### config.mk
export PLATFORM = sky130hd
export DESIGN_NAME = checker_scoreboard
export DESIGN_NICKNAME = d
export VERILOG_FILES = /design/src/rtl/regfile_checker_pkg.sv /design/src/rtl/checker_scoreboard.sv
export SDC_FILE = /design/constraint.sdc
export NUM_CORES = 1
export LEC_CHECK = 0
export BUFFER_PORTS_ARGS = -buffer_cell sky130_fd_sc_hd__buf_2
export CAP_MARGIN = 20
export CORE_ASPECT_RATIO = 1.75
export CORE_MARGIN = 1
export CORE_UTILIZATION = 45
export DETAILED_ROUTE_END_ITERATION = 12
export PLACE_DENSITY = 0.86
export SLEW_MARGIN = 15
export SYNTH_ARGS = -nofsm -noshare
export SYNTH_HDL_FRONTEND = slang
export SYNTH_SLANG_ARGS = --single-unit
### constraint.sdc
create_clock -name i_clk -period 3.1 [get_ports i_clk]
set_clock_uncertainty 0.15 [all_clocks]
set_input_delay 0.155 -clock i_clk [delete_from_list [all_inputs] [get_ports i_clk]]
set_output_delay 0.155 -clock i_clk [all_outputs]
set_load 0.05 [all_outputs]
### src/rtl/regfile_checker_pkg.sv
// Shared types and default sizing for the regfile run-and-check engine.
package regfile_checker_pkg;
  localparam int unsigned DEF_DATA_WIDTH = 32;
  localparam int unsigned DEF_NUM_REGS   = 32;
  localparam int unsigned DEF_REG_ADDR_W = 5;
  localparam int unsigned DEF_CYCLE_W    = 16;

  typedef enum logic [2:0] {
    IDLE,
    CPU_RST,
    RUN,
    SCAN_ISSUE,
    SCAN_CMP,
    DONE
  } state_t;
endpackage

### src/rtl/checker_scoreboard.sv
// Mismatch counter and first-failure capture for the register scan.
module checker_scoreboard
  import regfile_checker_pkg::*;
#(
  parameter int unsigned DATA_WIDTH = DEF_DATA_WIDTH,
  parameter int unsigned REG_ADDR_W = DEF_REG_ADDR_W
) (
  input  logic                  i_clk,
  input  logic                  i_rst_n,
  input  logic                  i_clear,
  input  logic                  i_cmp_valid,
  input  logic                  i_done,
  input  logic [REG_ADDR_W-1:0] i_reg_idx,
  input  logic [DATA_WIDTH-1:0] i_exp,
  input  logic [DATA_WIDTH-1:0] i_act,
  output logic                  o_mismatch,
  output logic                  o_pass,
  output logic [REG_ADDR_W:0]   o_err_count,
  output logic [REG_ADDR_W-1:0] o_fail_reg,
  output logic [DATA_WIDTH-1:0] o_fail_exp,
  output logic [DATA_WIDTH-1:0] o_fail_act
);
  localparam logic [REG_ADDR_W:0] ERR_ONE = 1;

  logic                  w_mismatch;
  logic [REG_ADDR_W:0]   r_err_count;
  logic [REG_ADDR_W-1:0] r_fail_reg;
  logic [DATA_WIDTH-1:0] r_fail_exp;
  logic [DATA_WIDTH-1:0] r_fail_act;

  assign w_mismatch = i_cmp_valid && (i_exp != i_act);

  always_ff @(posedge i_clk or negedge i_rst_n) begin
    if (!i_rst_n) begin
      r_err_count <= '0;
      r_fail_reg  <= '0;
      r_fail_exp  <= '0;
      r_fail_act  <= '0;
    end else if (i_clear) begin
      r_err_count <= '0;
      r_fail_reg  <= '0;
      r_fail_exp  <= '0;
      r_fail_act  <= '0;
    end else if (w_mismatch) begin
      r_err_count <= r_err_count + ERR_ONE;
      // Only the first mismatch of a run is recorded.
      if (r_err_count == '0) begin
        r_fail_reg <= i_reg_idx;
        r_fail_exp <= i_exp;
        r_fail_act <= i_act;
      end
    end
  end

  assign o_mismatch  = w_mismatch;
  assign o_pass      = i_done && (r_err_count == '0);
  assign o_err_count = r_err_count;
  assign o_fail_reg  = r_fail_reg;
  assign o_fail_exp  = r_fail_exp;
  assign o_fail_act  = r_fail_act;
endmodule

==> results.toml <==
[status]
status = "complete, but fails checks"
violations = "DRC"

[setup_path]
r2r_cells = 9
cp_common_cell = "buf_2"
max_stage_delay_ps = 570
cp.arrival_ps = 2410
r2r-start = "o_err_count[0]$_DFFE_PN0P_"
worstSetupPathType = "primary input to output port"
cp_slowest_cell = "dlygate4sd3_1"
ff2ff_setup_slack_ps = 610
cp.buffers_inverters = 3
crit_chain = "dlygate4sd3_1 > buf_2 > xnor2_1 > nand4_1 > nor4_4 > a21boi_1 > buf_2"
crit_required_ps = 2790
startpoint_type = "primary input"
r2r-end = "o_fail_exp[12]$_DFFE_PN0P_"
worst_setup_path_end_kind = "output port"
cpLargestDelayFamily = "buffers and inverters"
crit_cells = 7
crit_fanout = 5

[logic_synthesis]
synth_area_per_cell_sq_um = 11.5
synth_nets = 379
synth.yosys.warnings = 0
synth-seq-cells = 75
synth.cell_area_sq_mm = 0.00349
synth-seq-area-share_pct = 53.8
synth_top_area_cell = "dfrtp_1"
syn_inst = 303
synth_cell_types = 20
ys_top_cells_by_area = "dfrtp_1 (54%), mux2i_1 (20%), xnor2_1 (8.8%)"
synth_top_area_share_pct = 53.8

[route]
drc = 1
viasPerCell = 5.19
initialDrtViolationCount = 282
drt_wl_total_um = 10600
post_drt_wl_per_cell_um = 17.4
num_vias = 3174
ant_nets = 0
dr.pass1.iters = 8

[sta]
fin_ws_ps = 384
grt_setup_unrepaired = "no"
max_freq_ghz = 0.368
slew_viol_final = 0
post-route-period-util_pct = 87.6
finalSetupViolCount = 0
relSlewSlack_pct = 36.0
finalHoldViolCount = 0
holdWs_ps = 7.25
tightestPinTransition_ps = 961
finalSetupTns_ps = 0
finalCriticalPeriod_ps = 2720

[worst_hold_path]
min_from = "i_act[25]"
min_to = "o_fail_act[25]$_DFFE_PN0P_"
hp-class = "primary input to flip-flop"
holdPathStages = 3

[clock_tree]
post_cts_buffers = 0
worst_skew_pair.late_latency_ps = 320
ctsResizeCount = 0
cts_max_path_buffers = 2
cts.reportedPaths.clkPinSlew_ps = 50
numCtsBuffers = 9
htree_levels = 3
tritoncts = "yes"
cts.sinks = 75
clockRootBuffer = "clkbuf_16"

[floorplan]
die_w_um = 68.5
start_util_pct = 46.4
die_y_um = 118
core-area_sq_mm = 0.00751
io_pins = 151
die-area_sq_mm = 0.00812
fp-row-count = 42

[placed_design]
place_congestion = 0.855
hpwlAfterDp_um = 6540
io_buffers = 150
pre_cts_slack_ps = 667

[final_layout]
layout.nets = 596
n_fill_cell = 510
final_util_pct = 70.4
drive_above_1_share_pct = 32.3
final_cell_mix = "buf_2 (149), nor2_1 (75), dfrtp_1 (75), mux2i_1 (70), dlygate4sd3_1 (69)"
diodes = 0
final_common_cell = "buf_2"
area_growth_pct = 51.7

[power]
ir_worst_vdd_uv = 372
leakage_nw = 2.76
powerDensity_mw_per_mm2 = 550
power.total_mw = 2.91

[global_route]
grt_pass1_vias = 3334
gr-total-overflow = 0
antenna_found_initial = 0
grt_max_degree = 76
grtUsageTotal_pct = 27.7
grt_first_pass_wirelength_um = 16100

[job]
max_cap_viol_count = 0
[cell type report]
type | instances | area, sq um | share of cell area [%]
timing repair buffer | 222 | 1470 | 27.7
inverter | 2 | 7.51 | 0.142
clock inverter | 2 | 35.0 | 0.663
sequential | 75 | 1880 | 35.5
multi-input combinational | 210 | 1530 | 29.0
clock buffer | 13 | 260 | 4.92
tap | 88 | 110 | 2.08
[worst reg2reg max path, delay by kind of cell, from the launching register on]
kind | cells | cell delay (ps)
buf+inv | 2 | 640
simple gates | 4 | 480
flops | 1 | 450
mux | 1 | 360
fa+ha+maj | 1 | 140
compound gates | 1 | 130
[kinds of logic (layout without fill, tap and decap cells)]
family	Yosys count	after routing	synth area share [%]
adders and majority gates	2	2	0.718
and+or+nand+nor	96	96	12.6
DFF	75	75	53.8
buffers and inverters	18	239	2.55
AOI/OAI and AO/OA	5	5	0.790
muxes	72	72	20.7
xor gates and xnor gates	35	35	8.79
[Yosys cell counts]
| master | n |
|---|---|
| and2_1 | 1 |
| nor4_1 | 1 |
| mux2_1 | 2 |
| a21boi_1 | 1 |
| nand4_1 | 11 |
| nor2_1 | 75 |
| mux2i_1 | 70 |
| xnor2_1 | 35 |
| nand2b_1 | 1 |
| and3_1 | 1 |
| nor4_4 | 2 |
| dfrtp_1 | 75 |
| nand2_1 | 2 |
| buf_6 | 2 |
| clkbuf_1 | 9 |
| inv_1 | 2 |
| a21oi_1 | 4 |
| buf_2 | 5 |
| nor2b_1 | 2 |
| ha_1 | 2 |
[what timing repair did]
item,CTS,global route
endpoints found under the setup margin,0,0
hold buffers,69,0
endpoints found under the hold margin,143,0
[power by group]
part | internal (mW) | switching (mW)
sequential | 1.05 | 0.0426
combinational | 0.272 | 0.517
clock | 0.662 | 0.367
total | 1.98 | 0.927
[worst max-delay path by stage]
stage | from | endpoint
global placement | o_err_count[0]$_DFFE_PN0P_ | o_fail_act[29]$_DFFE_PN0P_
finish | i_exp[20] | o_mismatch
detailed placement | o_err_count[0]$_DFFE_PN0P_ | o_fail_exp[25]$_DFFE_PN0P_
floorplan | o_err_count[0]$_DFFE_PN0P_ | o_fail_exp[12]$_DFFE_PN0P_
CTS | i_exp[30] | o_mismatch
global route | i_act[31] | o_mismatch
[layer usage]
layer / vias up / wire [um] / global-route usage [%]
met5: - / 0 / 0
met4: 0 / 533 / 16.8
met3: 37 / 479 / 5.89
met2: 146 / 6040 / 49.9
met1: 1535 / 3600 / 26.7
li1: 1456 / - / -
[through the flow]
step / cells / area, sq um
floorplan: 303 / 3490
global placement: 528 / 4300
detailed placement: 528 / 4300
CTS: 612 / 5290
global route: 612 / 5290
finish: 612 / 5290
Power figures use the tool's default switching activity.
